<file path="config.mk">
export PLATFORM = sky130hd
export DESIGN_NAME = display_scan_ctrl
export DESIGN_NICKNAME = d
export VERILOG_FILES = /design/src/rtl/disp_pkg.sv /design/src/rtl/display_scan_ctrl_seteseg.sv /design/src/rtl/display_scan_ctrl.sv
export SDC_FILE = /design/constraint.sdc
export NUM_CORES = 1
export LEC_CHECK = 0
export ABC_CLOCK_PERIOD_IN_PS = 4700
export CAP_MARGIN = 5
export CORE_MARGIN = 1.5
export CORE_UTILIZATION = 40
export CTS_BUF_LIST = sky130_fd_sc_hd__clkbuf_4 sky130_fd_sc_hd__clkbuf_8
export DETAILED_ROUTE_END_ITERATION = 8
export GPL_ROUTABILITY_DRIVEN = 0
export PLACE_DENSITY_LB_ADDON = 0.25
export SYNTH_ARGS = -nofsm -noshare
export SYNTH_HDL_FRONTEND = slang
export SYNTH_SLANG_ARGS = --single-unit
</file>
<file path="constraint.sdc">
create_clock -name clk -period 4.7 [get_ports clk]
set_input_delay 0.47 -clock clk [delete_from_list [all_inputs] [get_ports clk]]
set_output_delay 0.47 -clock clk [all_outputs]
set_load 0.005 [all_outputs]
</file>
<file path="src/rtl/disp_pkg.sv">
// -----------------------------------------------------------------------------
// disp_pkg
// Constants and types shared by the seven-segment scan controller and its
// decoder.
//   SEG_BLANK : active-low pattern with all segments off
//   NIB_W     : bits per displayed hex digit
//   state_e   : scan FSM states (guard gap / digit lit)
//   max_int   : elaboration-time helper for sizing the phase counter
// -----------------------------------------------------------------------------
package disp_pkg;

    localparam logic [6:0] SEG_BLANK = 7'b1111111;
    localparam int         NIB_W     = 4;

    typedef enum logic {
        ST_GUARD,
        ST_ON
    } state_e;

    function automatic int max_int(input int a, input int b);
        return (a > b) ? a : b;
    endfunction

endpackage

</file>
<file path="src/rtl/display_scan_ctrl_seteseg.sv">
// -----------------------------------------------------------------------------
// seteSeg
// Hex nibble to seven-segment decoder for a common-anode display.
// Ports:
//   n [3:0] : hex digit in
//   s [6:0] : segments {g,f,e,d,c,b,a}, active-low (0 = segment lit)
// -----------------------------------------------------------------------------
module seteSeg (
    input  logic [3:0] n,
    output logic [6:0] s
);

    always_comb begin
        case (n)
            4'h0:    s = 7'b1000000;
            4'h1:    s = 7'b1111001;
            4'h2:    s = 7'b0100100;
            4'h3:    s = 7'b0110000;
            4'h4:    s = 7'b0011001;
            4'h5:    s = 7'b0010010;
            4'h6:    s = 7'b0000010;
            4'h7:    s = 7'b1111000;
            4'h8:    s = 7'b0000000;
            4'h9:    s = 7'b0010000;
            4'hA:    s = 7'b0001000;
            4'hB:    s = 7'b0000011;
            4'hC:    s = 7'b1000110;
            4'hD:    s = 7'b0100001;
            4'hE:    s = 7'b0000110;
            default: s = 7'b0001110;
        endcase
    end

endmodule

</file>
<file path="src/rtl/display_scan_ctrl.sv">
// -----------------------------------------------------------------------------
// display_scan_ctrl
// Time-multiplexed scan controller for a bank of common-anode, active-low
// seven-segment digits. One shared decoder is steered by the lit digit index;
// each digit is preceded by an all-off guard gap to suppress ghosting. The
// displayed value is double-buffered: loads land in a shadow register and are
// promoted to the active register only at a frame boundary, so a frame never
// shows a mix of old and new digits.
//
// Ports:
//   clk, rst_n  : system clock (rising edge), asynchronous active-low reset
//   value_in    : hex nibbles, nibble i drives digit i (digit 0 = rightmost)
//   dp_in       : decimal point per digit, 1 = lit
//   load_valid  : load request for value_in/dp_in
//   load_ready  : shadow buffer free; transfer on load_valid && load_ready
//   blank_in    : 1 = all anodes off while scanning keeps running
//   seg_n       : segments {g,f,e,d,c,b,a}, active-low, registered
//   dp_n        : decimal point, active-low, registered
//   an_n        : anode enables, active-low, registered
//   frame_done  : one-cycle pulse after the last digit's ON phase
//
// Build option: define DISP_LZB_EN for leading-zero blanking (digits above the
// most significant nonzero nibble show no segments; digit 0 always shows).
// -----------------------------------------------------------------------------
module display_scan_ctrl
    import disp_pkg::*;
#(
    parameter int NUM_DIGITS   = 4,
    parameter int REFRESH_DIV  = 50000,
    parameter int GUARD_CYCLES = 2
) (
    input  logic                        clk,
    input  logic                        rst_n,
    input  logic [NIB_W*NUM_DIGITS-1:0] value_in,
    input  logic [NUM_DIGITS-1:0]       dp_in,
    input  logic                        load_valid,
    output logic                        load_ready,
    input  logic                        blank_in,
    output logic [6:0]                  seg_n,
    output logic                        dp_n,
    output logic [NUM_DIGITS-1:0]       an_n,
    output logic                        frame_done
);

    localparam int CNT_W = $clog2(max_int(REFRESH_DIV, GUARD_CYCLES));
    localparam int IDX_W = (NUM_DIGITS > 1) ? $clog2(NUM_DIGITS) : 1;

    localparam logic [CNT_W-1:0]      ON_LAST    = CNT_W'(REFRESH_DIV - 1);
    localparam logic [CNT_W-1:0]      GUARD_LAST = CNT_W'(GUARD_CYCLES - 1);
    localparam logic [IDX_W-1:0]      IDX_LAST   = IDX_W'(NUM_DIGITS - 1);
    localparam logic [NUM_DIGITS-1:0] AN_ONE     = NUM_DIGITS'(1);

    state_e                        r_state;
    logic [CNT_W-1:0]              r_cnt;
    logic [IDX_W-1:0]              r_idx;
    logic [NIB_W*NUM_DIGITS-1:0]   r_act_val;
    logic [NUM_DIGITS-1:0]         r_act_dp;
    logic [NIB_W*NUM_DIGITS-1:0]   r_sh_val;
    logic [NUM_DIGITS-1:0]         r_sh_dp;
    logic                          r_pending;
    logic [NUM_DIGITS-1:0]         r_an_n;
    logic [6:0]                    r_seg_n;
    logic                          r_dp_n;
    logic                          r_frame_done;

    logic [NIB_W-1:0]              w_nib;
    logic [6:0]                    w_seg;
    logic                          w_lzb;
    logic                          w_frame_end;
    logic                          w_load;

    // Last cycle of the last digit's ON phase: the frame boundary.
    assign w_frame_end = (r_state == ST_ON) && (r_cnt == ON_LAST) && (r_idx == IDX_LAST);
    assign w_load      = load_valid && !r_pending;

    assign w_nib = r_act_val[r_idx*NIB_W +: NIB_W];

    seteSeg u_seg (
        .n (w_nib),
        .s (w_seg)
    );

`ifdef DISP_LZB_EN
    logic [IDX_W-1:0] w_msd;

    // NOTE: every always_comb output gets a default first so no path
    // leaves it unassigned, which would infer a latch.
    always_comb begin
        w_msd = '0;
        for (int i = 1; i < NUM_DIGITS; i++) begin
            if (r_act_val[i*NIB_W +: NIB_W] != '0) w_msd = IDX_W'(i);
        end
    end

    // Digit 0 is never above w_msd, so a zero value still shows "0".
    assign w_lzb = (r_idx > w_msd);
`else
    assign w_lzb = 1'b0;
`endif

    // Scan FSM with registered display outputs; outputs reflect the state
    // of the previous cycle.
    // NOTE: sequential state uses non-blocking assignments so every register
    // samples pre-edge values regardless of statement order.
    always_ff @(posedge clk or negedge rst_n) begin
        if (!rst_n) begin
            r_state      <= ST_GUARD;
            r_cnt        <= '0;
            r_idx        <= '0;
            r_an_n       <= '1;
            r_seg_n      <= SEG_BLANK;
            r_dp_n       <= 1'b1;
            r_frame_done <= 1'b0;
        end else begin
            r_frame_done <= w_frame_end;
            case (r_state)
                ST_GUARD: begin
                    r_an_n  <= '1;
                    r_seg_n <= SEG_BLANK;
                    r_dp_n  <= 1'b1;
                    if (r_cnt == GUARD_LAST) begin
                        r_state <= ST_ON;
                        r_cnt   <= '0;
                    end else begin
                        r_cnt <= r_cnt + 1'b1;
                    end
                end
                default: begin
                    r_an_n  <= blank_in ? '1 : ~(AN_ONE << r_idx);
                    r_seg_n <= w_lzb ? SEG_BLANK : w_seg;
                    r_dp_n  <= ~r_act_dp[r_idx];
                    if (r_cnt == ON_LAST) begin
                        r_state <= ST_GUARD;
                        r_cnt   <= '0;
                        r_idx   <= (r_idx == IDX_LAST) ? '0 : r_idx + 1'b1;
                    end else begin
                        r_cnt <= r_cnt + 1'b1;
                    end
                end
            endcase
        end
    end

    // Double buffer. A load and a promotion never coincide: promotion needs
    // pending set, acceptance needs it clear. A load taken on the boundary
    // edge therefore waits for the next boundary.
    // NOTE: the buffers are plain flops, not a RAM, so they take the async
    // reset like any other register.
    always_ff @(posedge clk or negedge rst_n) begin
        if (!rst_n) begin
            r_act_val <= '0;
            r_act_dp  <= '0;
            r_sh_val  <= '0;
            r_sh_dp   <= '0;
            r_pending <= 1'b0;
        end else if (w_frame_end && r_pending) begin
            r_act_val <= r_sh_val;
            r_act_dp  <= r_sh_dp;
            r_pending <= 1'b0;
        end else if (w_load) begin
            r_sh_val  <= value_in;
            r_sh_dp   <= dp_in;
            r_pending <= 1'b1;
        end
    end

    assign load_ready = ~r_pending;
    assign seg_n      = r_seg_n;
    assign dp_n       = r_dp_n;
    assign an_n       = r_an_n;
    assign frame_done = r_frame_done;

endmodule
</file>
==> results of run 1 <==
[how the worst max path moves through the flow]
stage | start | to | slack, ns | cells past startpoint
floorplan | r_cnt[7] | r_act_dp[1] | 2.56 | 6
global placement | r_cnt[7] | r_act_val[3] | 2.00 | 5
detailed placement | r_cnt[7] | r_act_val[12] | 1.96 | 5
CTS | r_cnt[7] | r_act_dp[1] | 1.95 | 5
global route | r_cnt[7] | r_act_val[12] | 1.76 | 5
finish | r_cnt[7] | r_act_dp[1] | 1.96 | 5
[cell usage in the layout (no fill, tap or decap), types with 2 or more instances in the layout]
| master | count |
|---|---|
| mux4_2 | 5 |
| clkdlybuf4s50_1 | 36 |
| nor2_1 | 23 |
| bufinv_16 | 3 |
| mux2i_1 | 2 |
| mux2_2 | 39 |
| nand2b_1 | 2 |
| and2_1 | 3 |
| nand4_1 | 7 |
| dfrtp_1 | 61 |
| xnor2_1 | 7 |
| dfstp_2 | 12 |
| xor2_1 | 7 |
| buf_4 | 2 |
| mux2_1 | 2 |
| and4_1 | 2 |
| inv_1 | 9 |
| nand3_1 | 10 |
| ha_1 | 12 |
| and3_1 | 3 |
| o211ai_1 | 3 |
| clkbuf_8 | 9 |
| nand2_1 | 13 |
| nor3_1 | 2 |
| o21ai_0 | 2 |
| a21oi_1 | 3 |
[sequential cells by signal, summed over array words and instances (netlist names)]
register / flops
seg_n: 7
r_pending: 1
r_sh_val: 16
r_act_dp: 4
an_n: 4
r_cnt: 16
r_idx: 2
dp_n: 1
r_sh_dp: 4
frame_done: 1
r_state: 1
r_act_val: 16
[stage by stage]
step	hold slack (ns)	cells	utilization, %	cell area (um2)	setup WS, ns
after floorplan	0.174	251	-	3280	2.56
after global placement	0.466	382	47.6	3740	2.00
after detailed placement	0.475	382	47.6	3740	1.96
after CTS	0.227	398	50.7	3980	1.95
after global routing	0.261	398	50.7	3980	1.76
final	0.205	398	50.7	3980	1.96
[power breakdown]
| group | switching, mW | internal (mW) |
|---|---|---|
| Clock | 0.238 | 0.361 |
| Sequential | 0.0116 | 0.649 |
| Combinational | 0.0191 | 0.0319 |
| Total | 0.268 | 1.04 |
[cells by family after synthesis]
group / count (synthesis) / synth area share, %
XOR/XNOR: 14 / 3.74
multiplexers: 48 / 18.1
AND/OR/NAND/NOR: 71 / 11.9
AO/OA/AOI/OAI: 14 / 2.86
flip-flops: 73 / 56.1
buffers and inverters: 19 / 2.67
adder cells (fa/ha/maj): 12 / 4.57
[synthesized netlist by cell type (5+ instances only)]
cell type / number
clkbuf_1: 6
dfrtp_1: 61
dfstp_2: 12
ha_1: 12
inv_1: 9
mux2_2: 39
mux4_2: 5
nand2_1: 13
nand3_1: 10
nand4_1: 7
nor2_1: 23
xnor2_1: 7
xor2_1: 7
[critical path, stage by stage, from the launching register on]
cell and delay (ns):
dfrtp_1 0.46, or4_4 0.55, nor4_4 0.24, nand4_4 0.18
nor3_4 0.77, mux2_2 0.42
[final cells by class]
type,count,area (um2),area share (%)
clock inverters,6,115,2.89
flip-flops and latches,73,1840,46.2
multi-input cells,159,1350,34.0
well taps,102,128,3.20
repair buffers,39,380,9.55
clock buffers,10,131,3.30
inverters,9,33.8,0.848
[routing by layer]
metal | global-route usage (%) | part of all wire [%] | vias to the layer above
li1 | - | - | 963
met1 | 20.7 | 50 | 985
met2 | 20.5 | 43 | 40
met3 | 5.04 | 4.4 | 11
met4 | 7.46 | 2.4 | 0
met5 | 0 | 0 | -
==> reports/qor.yml, run 1 <==
cts:
  cts_made_buffers: 9
  hold_buffers: 0
  htree_num_levels: 3
  cts_tree: "built"
  clockBufferDepth: 2
  worstSkewPairLatency_ns: 0.35
  clock_sinks: 73
  root_buffer: "clkbuf_8"
  cts-resized-gates: 0
  post_cts_buffers: 0
  cts.clk_slew.worst_paths_ns: 0.08
critical_path:
  crit_type: "register to register"
  path_max_fanout: 21
  reg2regPathDepth: 5
  r2r_end: "r_act_dp[1]"
  cp-end-kind: "register"
  crit_arrival_ns: 2.98
  r2r_slack_ns: 1.96
  worstReg2RegStart: "r_cnt[7]"
  cp-start-kind: "register"
  worstPathRequired_ns: 4.93
floorplanning:
  die-area_mm2: 0.00876
  die-height_um: 93.6
  rows: 32
  core_area_mm2: 0.00785
  io_pins: 38
  start_util_pct: 41.8
  die_w_um: 93.6
placement:
  dp_hpwl_um: 3840
  io_buffers: 37
run:
  maxCapViolCount: 0
layout:
  layout-drive-gt1-share_pct: 27.0
  fill_cells: 738
  num_antenna_cells: 0
  finalNetCount: 327
  area_delta_synth_final_pct: 21.3
timing:
  finalCritPeriodShare_pct: 58.4
  maxSlewHeadroom_pct: 36.8
  rsz0062_at_grt: "no"
  setup_viol: 0
  clock_skew_ns: 0.0113
  max_slew.worst_pin.slew_ns: 0.945
  fin_crit_ns: 2.74
  fmax_ghz: 0.365
  hold_violations: 0
  slew_violations: 0
  setup_tns_ns: 0
synthesis:
  synth_flop_cell: "dfrtp_1"
  synth.area.top_cells: "dfrtp_1 47%, mux2_2 13%, dfstp_2 9.6%"
  synth.distinct_cells: 38
  synth_top_area_share_pct: 46.5
  syn_inst: 251
  synth_area_mm2: 0.00328
  ys_warn_count: 0
  seq_area_frac_synth_pct: 56.1
  ys_ff_latch: 73
  synth-edff-count: 0
  async_flop_share_pct: 100
  syn_nets: 287
  avgSynthCellArea_um2: 13.1
  synth_top_area_cell: "dfrtp_1"
global_routing:
  grt_overflow: 0
  grt_pass1_wl_um: 9670
  grt_use_total_pct: 14.9
  grt_pass1_vias: 1927
  grt_max_degree: 38
  antenna_found_initial: 0
min_path:
  hold_class: "input port to asynchronous set/reset pin"
drt:
  drtAntennaViolNets: 0
  vias_per_cell: 5.02
  drc_errors: 0
  drtIter0Drc: 41
  wl_um: 5510
  wl_per_cell_um: 13.9
  drt_first_pass_iters: 4
  vias: 1999
pwr:
  power_density_mw_per_mm2: 329
  power.total_mw: 1.31
  vdd_drop_max_mv: 0.179
  p_leak_nw: 1.75
status:
  status: "completed"
No activity file was read; power rests on OpenSTA's default activity.
==> run 2: changes to the inputs <==
--- a/config.mk
+++ b/config.mk
@@ -5,7 +5,7 @@
 export SDC_FILE = /design/constraint.sdc
 export NUM_CORES = 1
 export LEC_CHECK = 0
-export ABC_CLOCK_PERIOD_IN_PS = 4700
+export ABC_CLOCK_PERIOD_IN_PS = 2700
 export CAP_MARGIN = 5
 export CORE_MARGIN = 1.5
 export CORE_UTILIZATION = 40
==> constraint.sdc (replaced) <==
create_clock -name clk -period 2.7 [get_ports clk]
set_input_delay 0.27 -clock clk [delete_from_list [all_inputs] [get_ports clk]]
set_output_delay 0.27 -clock clk [all_outputs]
set_load 0.005 [all_outputs]
==> run 2 against run 1 <==
Compared with the run above: combinational power up 73%; clock power is 58% higher; count of clock-buffer cells in the layout grew 1; maximum frequency increased by 16%; critical path depth is 1 higher.
==> reports/qor.yml, run 2 (synthesis gave the netlist of run 1 again) <==
drt:
  wl_um: 5600  # +1.6%
  drc_errors: 0  # unchanged
  vias: 1979  # -1.0%
  drtIter0Drc: 52  # +27%
  wl_per_cell_um: 14.0  # +1.4%
  drtAntennaViolNets: 0  # unchanged
  drt_first_pass_iters: 4  # unchanged
  vias_per_cell: 4.96  # -1.2%
layout:
  finalNetCount: 328  # +0.31%
  utilization_pct: 50.6  # -0.19 points
  design_area_mm2: 0.00397  # -0.38%
  fill_cells: 720  # -2.4%
  layout_common_cells: "61 x dfrtp_1, 39 x mux2_2, 36 x clkdlybuf4s50_1"
  num_antenna_cells: 0  # unchanged
  layout_commonest_cell: "dfrtp_1"
  area_delta_synth_final_pct: 20.9
  layout-drive-gt1-share_pct: 27.3  # +0.25 points
  reg_top3: "r_act_val (16), r_cnt (16), r_sh_val (16)"
timing:
  setup_tns_ns: 0  # unchanged
  hold_violations: 0  # unchanged
  max_slew.worst_pin.slew_ns: 0.893  # -0.0526 ns
  clock_skew_ns: 0.00563  # -0.00566 ns
  maxSlewHeadroom_pct: 40.5  # +3.7 points
  slew_violations: 0  # unchanged
  fin_crit_ns: 2.36  # -0.379 ns
  fmax_ghz: 0.423  # +16%
  rsz0062_at_grt: "no"
  finalCritPeriodShare_pct: 87.5  # +29 points
  setup_viol: 0  # unchanged
global_routing:
  grt_use_total_pct: 14.3  # -0.57 points
  grt_max_degree: 74  # +95%
  grt_pass1_wl_um: 9370  # -3.1%
  grt_pass1_vias: 1884  # -2.2%
  grt_overflow: 0  # unchanged
  antenna_found_initial: 0  # unchanged
critical_path:
  cp-end-kind: "register"
  worstPathRequired_ns: 2.93  # -2.00 ns
  path_max_fanout: 21  # unchanged
  crit_type: "register to register"
  cp-start-kind: "register"
  crit_arrival_ns: 2.60  # -0.38 ns
cts:
  worstSkewPairLatency_ns: 0.35  # about the same
  clock_sinks: 73  # unchanged
  cts.clk_slew.worst_paths_ns: 0.07  # about the same
  post_cts_buffers: 0  # unchanged
  root_buffer: "clkbuf_8"
  hold_buffers: 0  # unchanged
  clockBufferDepth: 2  # unchanged
  cts-resized-gates: 0  # unchanged
  htree_num_levels: 3  # unchanged
  cts_made_buffers: 9  # unchanged
  cts_tree: "built"
floorplanning:
  io_pins: 38  # unchanged
  rows: 32  # unchanged
  start_util_pct: 41.8  # unchanged
  die_w_um: 93.6  # unchanged
  die-area_mm2: 0.00876  # unchanged
  die-height_um: 93.6  # unchanged
  core_area_mm2: 0.00785  # unchanged
min_path:
  hold_class: "input port to asynchronous set/reset pin"
pwr:
  vdd_drop_max_mv: 0.302  # +69%
  p_leak_nw: 1.75  # about the same
  power.total_mw: 2.19  # +67%
  power_density_mw_per_mm2: 551  # +68%
placement:
  io_buffers: 37  # unchanged
  placed_area_mm2: 0.00374  # +0.20%
  dp_hpwl_um: 3750  # -2.3%
run:
  maxCapViolCount: 0  # unchanged
status:
  status: "completed"
==> run 2: power by group <==
| part | total [mW] | internal [mW] | switching [mW] |
|---|---|---|---|
| combinational | 0.0882 | 0.0555 | 0.0326 |
| clock | 0.949 | 0.554 | 0.395 |
| sequential | 1.15 | 1.13 | 0.0202 |
==> run 2: critical path, stage by stage (launching register included) <==
cell and delay [ns]:
dfrtp_1 0.45, or4_4 0.55, nor4_4 0.25, nand4_4 0.18, nor3_4 0.14, buf_4 0.29
mux2_2 0.37
==> run 2: final timing paths <==
check                           endpoint  slack (ns)  cells after the start     startpoint
setup / recovery             r_act_dp[1]        0.34                      6       r_cnt[7]
hold / removal                  r_cnt[8]        0.13                      2          rst_n
setup reg to reg             r_act_dp[1]        0.34                      6       r_cnt[7]
hold reg to reg            r_act_val[14]        0.49                      1  r_act_val[14]
max in group asynchronous    r_sh_val[3]        2.00                      2          rst_n
min in group clk           r_act_val[14]        0.49                      1  r_act_val[14]
==> run 2: per-layer routing <==
metal / share of wire [%] / wire length, um / up-vias / global-route usage (%)
met5: 0 / 0 / - / 0
met4: 1.4 / 76 / 0 / 5.22
met3: 4.3 / 243 / 6 / 5.61
met2: 45 / 2550 / 42 / 20.8
met1: 49 / 2740 / 967 / 19.3
li1: - / - / 964 / -
==> run 2: final cells by class <==
cell class	instances	area [um2]	share of cell area, %
flip-flops and latches	73	1840	46.4
clock buffers	11	145	3.66
repair buffers	40	388	9.78
clock inverters	5	78.8	1.99
well taps	102	128	3.22
inverters	9	33.8	0.851
multi-input cells	159	1350	34.1
==> run 2: stage by stage <==
stage                     cells  hold slack, ns  worst slack, ns
after CTS                   399           0.162            0.318
final                       399           0.129            0.337
after detailed placement    383           0.471            0.348
after global routing        399           0.200            0.194
after global placement      383           0.465            0.377
after floorplan             251         -0.0256            0.560
